**src/rtl/phy_pkg.sv**
```systemverilog
`default_nettype none
// ============================================================================
// Module   : phy_pkg
// Brief    : Shared PHY widths, lane index type and byte-lane helper.
// Revision : 1.0 - initial release
// ============================================================================
package phy_pkg;

    localparam int BYTE_W         = 8;
    localparam int WORD_W         = 32;
    localparam int BYTES_PER_WORD = 4;

    typedef logic [1:0] byte_idx_t;

    // MSB bit index of byte lane k inside the 24-bit accumulator (byte 0 on top)
    function automatic int lane_msb(input byte_idx_t idx);
        return (BYTES_PER_WORD - 1 - int'(idx)) * BYTE_W - 1;
    endfunction

endpackage
`default_nettype wire

```
**src/rtl/phy_idle_timer.sv**
```systemverilog
`default_nettype none
// ============================================================================
// Module   : phy_idle_timer
// Brief    : Saturating idle counter with clear; flags the edge on which the
//            count reaches (or sits at) IDLE_CYCLES.
// Revision : 1.0 - initial release
// ============================================================================
module phy_idle_timer #(
    parameter int IDLE_CYCLES = 4,
    parameter int CNT_W       = 4
) (
    input  logic clk_4f,
    input  logic reset,
    input  logic clear,
    input  logic inc,
    output logic timeout
);

    localparam logic [CNT_W-1:0] c_limit    = CNT_W'(IDLE_CYCLES);
    localparam logic [CNT_W-1:0] c_prelimit = CNT_W'(IDLE_CYCLES - 1);

    logic [CNT_W-1:0] r_count;

    always_ff @(posedge clk_4f) begin
        if (!reset) begin
            r_count <= '0;
        end else if (clear) begin
            r_count <= '0;
        end else if (inc && (r_count != c_limit)) begin
            r_count <= r_count + 1'b1;
        end
    end

    // Clear has priority, so a returning valid always cancels the timeout
    assign timeout = inc && !clear && (r_count >= c_prelimit);

endmodule
`default_nettype wire

```
**src/rtl/log_8_32.sv**
```systemverilog
`default_nettype none
// ============================================================================
// Module   : log_8_32
// Brief    : Receive byte-to-word packer (MSB byte first) with idle timeout
//            and partial-word detection. Optional LOG_8_32_PARTIAL_FLUSH_EN
//            flushes a zero-padded partial word on an aborted stream.
// Revision : 1.0 - initial release
// ============================================================================
module log_8_32
    import phy_pkg::*;
#(
    parameter int IDLE_CYCLES = 4
) (
    input  logic              clk_4f,
    input  logic              reset,
    input  logic [BYTE_W-1:0] data_in,
    input  logic              valid,
    output logic [WORD_W-1:0] data_out,
    output logic              valid_out,
    output logic              word_stb,
    output logic              err_partial
);

    localparam byte_idx_t c_last_lane = byte_idx_t'(BYTES_PER_WORD - 1);

    byte_idx_t                 r_cnt;
    logic [WORD_W-BYTE_W-1:0]  r_acc;
    logic [WORD_W-1:0]         r_data_out;
    logic                      r_valid_out;
    logic                      r_word_stb;
    logic                      r_err_partial;
    logic                      w_timeout;

    phy_idle_timer #(
        .IDLE_CYCLES (IDLE_CYCLES),
        .CNT_W       (4)
    ) u_idle_timer (
        .clk_4f  (clk_4f),
        .reset   (reset),
        .clear   (valid),
        .inc     (!valid),
        .timeout (w_timeout)
    );

    always_ff @(posedge clk_4f) begin
        if (!reset) begin
            r_cnt         <= '0;
            r_acc         <= '0;
            r_data_out    <= '0;
            r_valid_out   <= 1'b0;
            r_word_stb    <= 1'b0;
            r_err_partial <= 1'b0;
        end else begin
            r_word_stb    <= 1'b0;
            r_err_partial <= 1'b0;
            if (valid) begin
                if (r_cnt == c_last_lane) begin
                    r_data_out  <= {r_acc, data_in};
                    r_word_stb  <= 1'b1;
                    r_valid_out <= 1'b1;
                    r_cnt       <= '0;
                    r_acc       <= '0;
                end else begin
                    r_acc[lane_msb(r_cnt) -: BYTE_W] <= data_in;
                    r_cnt <= r_cnt + 2'd1;
                end
            end else begin
                r_cnt <= '0;
                r_acc <= '0;
                if (r_cnt != '0) begin
                    r_err_partial <= 1'b1;
`ifdef LOG_8_32_PARTIAL_FLUSH_EN
                    r_data_out <= {r_acc, {BYTE_W{1'b0}}};
                    r_word_stb <= 1'b1;
`endif
                end
                // Timeout clears the held word even if a flush happened this edge
                if (w_timeout) begin
                    r_valid_out <= 1'b0;
                    r_data_out  <= '0;
                end
            end
        end
    end

    assign data_out    = r_data_out;
    assign valid_out   = r_valid_out;
    assign word_stb    = r_word_stb;
    assign err_partial = r_err_partial;

endmodule
`default_nettype wire

```
**config.mk**
```make
export PLATFORM = sky130hd
export DESIGN_NAME = log_8_32
export DESIGN_NICKNAME = d
export VERILOG_FILES = /design/src/rtl/phy_pkg.sv /design/src/rtl/phy_idle_timer.sv /design/src/rtl/log_8_32.sv
export SDC_FILE = /design/constraint.sdc
export NUM_CORES = 1
export LEC_CHECK = 0
export ABC_AREA = 1
export CORE_MARGIN = 5
export CORE_UTILIZATION = 51
export DETAILED_ROUTE_END_ITERATION = 8
export HOLD_SLACK_MARGIN = 0.12
export PLACE_DENSITY = 0.76
export SYNTH_ARGS = -nofsm -noshare
export SYNTH_HDL_FRONTEND = slang
export SYNTH_SLANG_ARGS = --single-unit
```
**constraint.sdc**
```tcl
create_clock -name clk_4f -period 2.03 [get_ports clk_4f]
set_input_delay 0.3045 -clock clk_4f [delete_from_list [all_inputs] [get_ports clk_4f]]
set_output_delay 0.3045 -clock clk_4f [all_outputs]
set_load 0.005 [all_outputs]
```
==> results of run 1 <==
[sequential cells by signal (all words and copies together) (netlist names)]
signal and count:
u_idle_timer.r_count 4, r_acc 24, data_out 32, valid_out 1, r_cnt 2, err_partial 1, word_stb 1
[cell usage after synthesis]
cell type | number | share of area (%)
buf_1 | 2 | 0.29
nand3_1 | 2 | 0.39
clkinv_2 | 1 | 0.20
ha_1 | 7 | 3.4
o21ai_1 | 3 | 0.59
clkbuf_1 | 4 | 0.59
o21ai_2 | 6 | 2.1
o21ai_0 | 7 | 1.4
nor3_4 | 2 | 1.3
nor2_1 | 16 | 2.3
nand2_2 | 1 | 0.24
nand2_1 | 119 | 17
inv_2 | 2 | 0.29
dfxtp_1 | 65 | 51
buf_6 | 3 | 1.3
nand4_1 | 26 | 6.4
nand3_2 | 1 | 0.39
inv_1 | 21 | 3.1
a21oi_1 | 26 | 5.1
buf_2 | 5 | 0.98
xor2_1 | 1 | 0.34
buf_4 | 2 | 0.59
clkinv_1 | 2 | 0.29
o211ai_1 | 1 | 0.29
[power breakdown]
part | internal (mW) | switching [mW] | total (mW)
clock network | 0.498 | 0.430 | 0.928
logic | 0.0499 | 0.0920 | 0.142
registers | 1.29 | 0.00852 | 1.30
[kinds of logic after synthesis]
kind of cell,after synthesis
buffers and inverters,42
adders and majority gates,7
and+or+nand+nor,167
xor gates and xnor gates,1
DFF,65
AOI/OAI and AO/OA,43
[layer usage]
layer  share of wire [%]  track usage (%)  vias up
li1                    -                -     1139
met1                  48            24.81      994
met2                  45            29.97       53
met3                 5.4            6.319        7
met4                 1.3            7.264        0
met5                   0                0        -
[stage by stage]
step / std cells / worst slack (ps) / area, sq um / util (%) / hold slack [ps]
3_3_place_gp: 427 / 321.9 / 3044 / 63.61 / 436.8
6_report: 441 / 315.9 / 3207 / 67.01 / 452.0
3_5_place_dp: 427 / 276.3 / 3044 / 63.61 / 444.4
5_1_grt: 441 / 36.25 / 3207 / 67.01 / 473.2
2_1_floorplan: 325 / 376.1 / 2561 / - / 415.5
4_1_cts: 441 / 290.6 / 3207 / 67.01 / 454.0
[tightest hold or removal path, cell delays in order (launching register included)]
cell and delay (ps):
dfxtp_1 310, nand2_1 60, nand2_1 40
[area by class of cell]
type | count | area [sq um]
Fill cell | 423 | 1579
Sequential cell | 65 | 1301
Multi-Input combinational cell | 218 | 1065
Timing Repair Buffer | 51 | 495.5
Clock buffer | 14 | 162.7
Inverter | 26 | 98.84
Tap cell | 67 | 83.83
[cells in the final DEF, fill, tap and decap left out]
| cell type | netlist | routed |
|---|---|---|
| o21ai_1 | 3 | 3 |
| inv_1 | 21 | 21 |
| nand3_2 | 1 | 1 |
| buf_4 | 2 | 6 |
| o21ai_0 | 7 | 7 |
| clkinv_2 | 1 | 1 |
| nand2_2 | 1 | 1 |
| nand4_1 | 26 | 26 |
| xor2_1 | 1 | 1 |
| ha_1 | 7 | 7 |
| inv_2 | 2 | 2 |
| clkinv_1 | 2 | 2 |
| nand3_1 | 2 | 2 |
| o21ai_2 | 6 | 6 |
| clkbuf_1 | 4 | 3 |
| nor2_1 | 16 | 16 |
| a21oi_1 | 26 | 26 |
| clkdlybuf4s50_1 | 0 | 45 |
| clkbuf_8 | 0 | 11 |
| nand2_1 | 119 | 119 |
| o211ai_1 | 1 | 1 |
| nor3_4 | 2 | 2 |
| dfxtp_1 | 65 | 65 |
[final timing paths]
| check | from | end | slack (ps) | cells after the start |
|---|---|---|---|---|
| max | r_cnt[0]$_SDFF_PP0_ | r_acc[3]$_SDFFE_PP0P_ | 320 | 7 |
| min | r_acc[2]$_SDFFE_PP0P_ | data_out[10]$_SDFFE_PN0P_ | 450 | 2 |
| max reg2reg | r_cnt[0]$_SDFF_PP0_ | r_acc[3]$_SDFFE_PP0P_ | 320 | 7 |
| min reg2reg | r_acc[2]$_SDFFE_PP0P_ | data_out[10]$_SDFFE_PN0P_ | 450 | 2 |
==> flow_metrics.tcl, run 1 <==
set metrics [dict create \
    postCtsHoldBufs 0 \
    cts_tree "built" \
    vias_per_cell 4.973 \
    clkTransAtPathRegs_ps 60 \
    synth_compound_area_share_pct 9.380 \
    power.total_mw 2.367 \
    cts_sinks 65 \
    drc_errors 0 \
    cts-root-buf "clkbuf_8" \
    crit_slowest_cell "dfxtp_1" \
    grt_max_degree 34 \
    syn_to_final_growth_pct 25.21 \
    crit_type "reg -> reg" \
    synth-simple-area-share_pct 28.43 \
    yosysUniqueCellTypes 24 \
    dr.pass1.iters 4 \
    ys_ff_latch 65 \
    ir_drop_mv 0.6688 \
    status "completed" \
    worstPathMaxFanout 8 \
    setup_viol 0 \
    postSynthCellCount 325 \
    yosysSeqAreaShare_pct 50.81 \
    finalCriticalPeriod_ps 1714 \
    tightest_slew_ps 534.4 \
    place_hpwl_um 3976 \
    slew_headroom_pct 64.28 \
    endpoint_kind "flop" \
    clock-skew-final_ps 6.113 \
    syn_area_sq_um 2561 \
    diodes 0 \
    grt_pass1_vias 2087 \
    io_pins 46 \
    grt_use_total_pct 19.25 \
    crit_chain "buf_4, inv_1, ha_1, inv_1, nor3_4, nand2_1, a21oi_1" \
    drv_cap 0 \
    slew_violations 0 \
    die_height_um 80.87 \
    gp_congestion 0.8170 \
    cpMostUsedCell "inv_1" \
    worstPathArrival_ps 1970 \
    rsz0062_at_grt "false" \
    ant_nets 0 \
    die_area_sq_um 6539 \
    num_rows 25 \
    drt-initial-drc-count 81 \
    synth_xor_area_share_pct 0.3420 \
    p_per_area_nw_per_um2 738.0 \
    synth_top_family_by_area "simple AND/OR/NAND/NOR gates" \
    htree_num_levels 3 \
    fin_nets 389 \
    core_sq_um 4786 \
    fin_tns_setup_ps 0 \
    crit_path_max_incr_delay_ps 410 \
    antenna_found_initial 0 \
    worstPathRequired_ps 2280 \
    portBuffers 45 \
    finalCritPeriodShare_pct 84.44 \
    cts_resized 0 \
    cts_buffers 9 \
    start_util_pct 53.52 \
    synthAdderAreaFrac_pct 3.420 \
    drive_above_1_share_pct 8.021 \
    max_freq_ghz 0.5834 \
    hp-class "reg -> reg" \
    syn-num-nets 343 \
    critPathBufInv 3 \
    syn-mean-instance-area_sq_um 7.881 \
    critPathTopFamily "flip-flops" \
    insertion_delay_ps 340 \
    dr_total_vias 2193 \
    routed_wirelength_um 5539 \
    yosysWarningCount 0 \
    fp.dieW_um 80.87 \
    synth_mux_area_share_pct 0 \
    final-hold-violation-count 0 \
    clockBufferDepth 2 \
    p_leak_nw 1.290 \
    grt_first_pass_wirelength_um 9542 \
    postCtsSetupRepairBufs 0 \
    routedWlPerCell_um 12.56 \
    grt_overflow 0 \
    critPathLaunchType "flop" \
]
No activity file was read; power rests on OpenSTA's default activity.
==> run 2: changes to the inputs <==
==> constraint.sdc (replaced) <==
create_clock -name clk_4f -period 1.65 [get_ports clk_4f]
set_input_delay 0.2475 -clock clk_4f [delete_from_list [all_inputs] [get_ports clk_4f]]
set_output_delay 0.2475 -clock clk_4f [all_outputs]
set_load 0.005 [all_outputs]
==> run 2 against run 1 <==
Hold slack worse by 4.3 ps. Via count grew 1.5%. Combinational power up 36%. Sequential cell count is the same. Register-to-register slack got worse by 160 ps. Clock-buffer cell count unchanged. Utilization up 1.7 points. First-iteration DRC count rose by 64%. Non-clock buffer count grew 6. Largest cell class unchanged. Largest power group unchanged.
==> flow_metrics.tcl, run 2 (synthesis gave the netlist of run 1 again) <==
set metrics [dict create \
    p_leak_nw 1.328 \
    postCtsSetupRepairBufs 0 \
    critPathLaunchType "flop" \
    htree_num_levels 3 \
    io_pins 46 \
    dr_total_vias 2226 \
    setup_viol 0 \
    fin_tns_setup_ps 0 \
    r2r_end "data_out[17]$_SDFFE_PN0P_" \
    grt_use_total_pct 18.48 \
    largest_reg_flops 32 \
    clock-skew-final_ps 4.724 \
    drive_above_1_share_pct 9.737 \
    ant_nets 0 \
    drv_cap 0 \
    reg2reg_slack_ps 150 \
    slew_violations 0 \
    status "completed" \
    fin_nets 395 \
    cts_buffers 9 \
    worstPathArrival_ps 1740 \
    tightest_slew_ps 331.0 \
    clockBufferDepth 2 \
    layout_commonest_cell "nand2_1" \
    finalCritPeriodShare_pct 90.76 \
    rr_worst_depth 8 \
    grt_overflow 0 \
    routed_wirelength_um 5676 \
    worstPathRequired_ps 1890 \
    ir_drop_mv 0.6073 \
    vias_per_cell 4.980 \
    gp_congestion 0.9307 \
    endpoint_kind "flop" \
    crit_path_start "r_cnt[0]$_SDFF_PP0_" \
    crit_type "reg -> reg" \
    diodes 0 \
    hp-class "reg -> reg" \
    rsz0062_at_grt "false" \
    cts_sinks 65 \
    cp-endpoint "data_out[17]$_SDFFE_PN0P_" \
    worstPathMaxFanout 33 \
    antenna_found_initial 0 \
    portBuffers 45 \
    cts-root-buf "clkbuf_8" \
    insertion_delay_ps 330 \
    clkTransAtPathRegs_ps 60 \
    finalCriticalPeriod_ps 1498 \
    grt_first_pass_wirelength_um 9273 \
    grt_pass1_vias 1976 \
    num_rows 25 \
    postCtsHoldBufs 0 \
    final-hold-violation-count 0 \
    final_cell_mix "nand2_1 (119), dfxtp_1 (65), clkdlybuf4s50_1 (45)" \
    p_per_area_nw_per_um2 892.0 \
    routedWlPerCell_um 12.70 \
    hold_ws_ps 447.7 \
    whs_path_depth 2 \
    hold_path_startpoint "r_acc[0]$_SDFFE_PP0P_" \
    drc_errors 0 \
    die_area_sq_um 6539 \
    place_hpwl_um 4126 \
    fp.dieW_um 80.87 \
    drt-initial-drc-count 133 \
    core_sq_um 4786 \
    max_freq_ghz 0.6677 \
    slew_headroom_pct 77.86 \
    syn_to_final_growth_pct 28.43 \
    r2r_start "r_cnt[0]$_SDFF_PP0_" \
    dr.pass1.iters 4 \
    grt_max_degree 34 \
    die_height_um 80.87 \
    start_util_pct 53.52 \
    cts_tree "built" \
]
-- run 2: cell count changes in the layout (fill, tap and decap cells not counted) --
cell,previous run,this run
ha_4,0,1
ha_1,7,6
buf_12,0,2
buf_4,6,10
-- run 2: metal layers --
layer  track usage [%]  vias to the layer above  routed length [um]
met3             3.769                        9                 325
met2             29.64                       63                2651
met1             23.63                     1003                2600
met4             9.122                        0                  99
li1                  -                     1151                   -
met5                 0                        -                   0
-- run 2: area by class of cell --
cell class	count	area [sq um]
clock buffer	14	162.7
fill	432	1496
inverter	26	98.84
multi-input combinational	218	1077
sequential	65	1301
tap	67	83.83
timing repair buffer	57	565.5
-- run 2: timing repair --
| action | in CTS | in global routing |
|---|---|---|
| hold endpoints to repair | 0 | 0 |
| endpoints found under the setup margin | 0 | 5 |
| resized for setup | 0 | 1 |
-- run 2: per-stage QoR --
step | total power, mW | instances | area (sq um) | utilization, % | setup slack [ps]
after global routing | 3.055 | 447 | 3289 | 68.73 | 0.1203
after CTS | 2.948 | 447 | 3277 | 68.47 | 114.4
after detailed placement | 1.816 | 433 | 3114 | 65.07 | 18.79
after floorplan | 1.732 | 325 | 2562 | - | 119.5
final | 2.934 | 447 | 3289 | 68.73 | 152.4
after global placement | 1.813 | 433 | 3114 | 65.07 | 152.2
-- run 2: where the power goes --
group	switching, mW	internal [mW]
clock	0.534	0.613
combinational	0.119	0.0741
sequential	0.00943	1.58
total	0.662	2.27
-- run 2: worst min path at each step --
stage	slack [ps]	to
after floorplan	360	data_out[0]$_SDFFE_PN0P_
after global placement	440	data_out[8]$_SDFFE_PN0P_
after detailed placement	440	data_out[12]$_SDFFE_PN0P_
after CTS	450	data_out[12]$_SDFFE_PN0P_
after global routing	470	data_out[14]$_SDFFE_PN0P_
final	450	data_out[8]$_SDFFE_PN0P_
-- run 2: critical path, stage by stage, from the launching register on --
cell      delay [ps]
dfxtp_1          380
ha_1             360
nand2_2          130
inv_2             70
nand2_1           60
clkinv_2          70
buf_12           170
nand2_1           90
o21ai_0           90
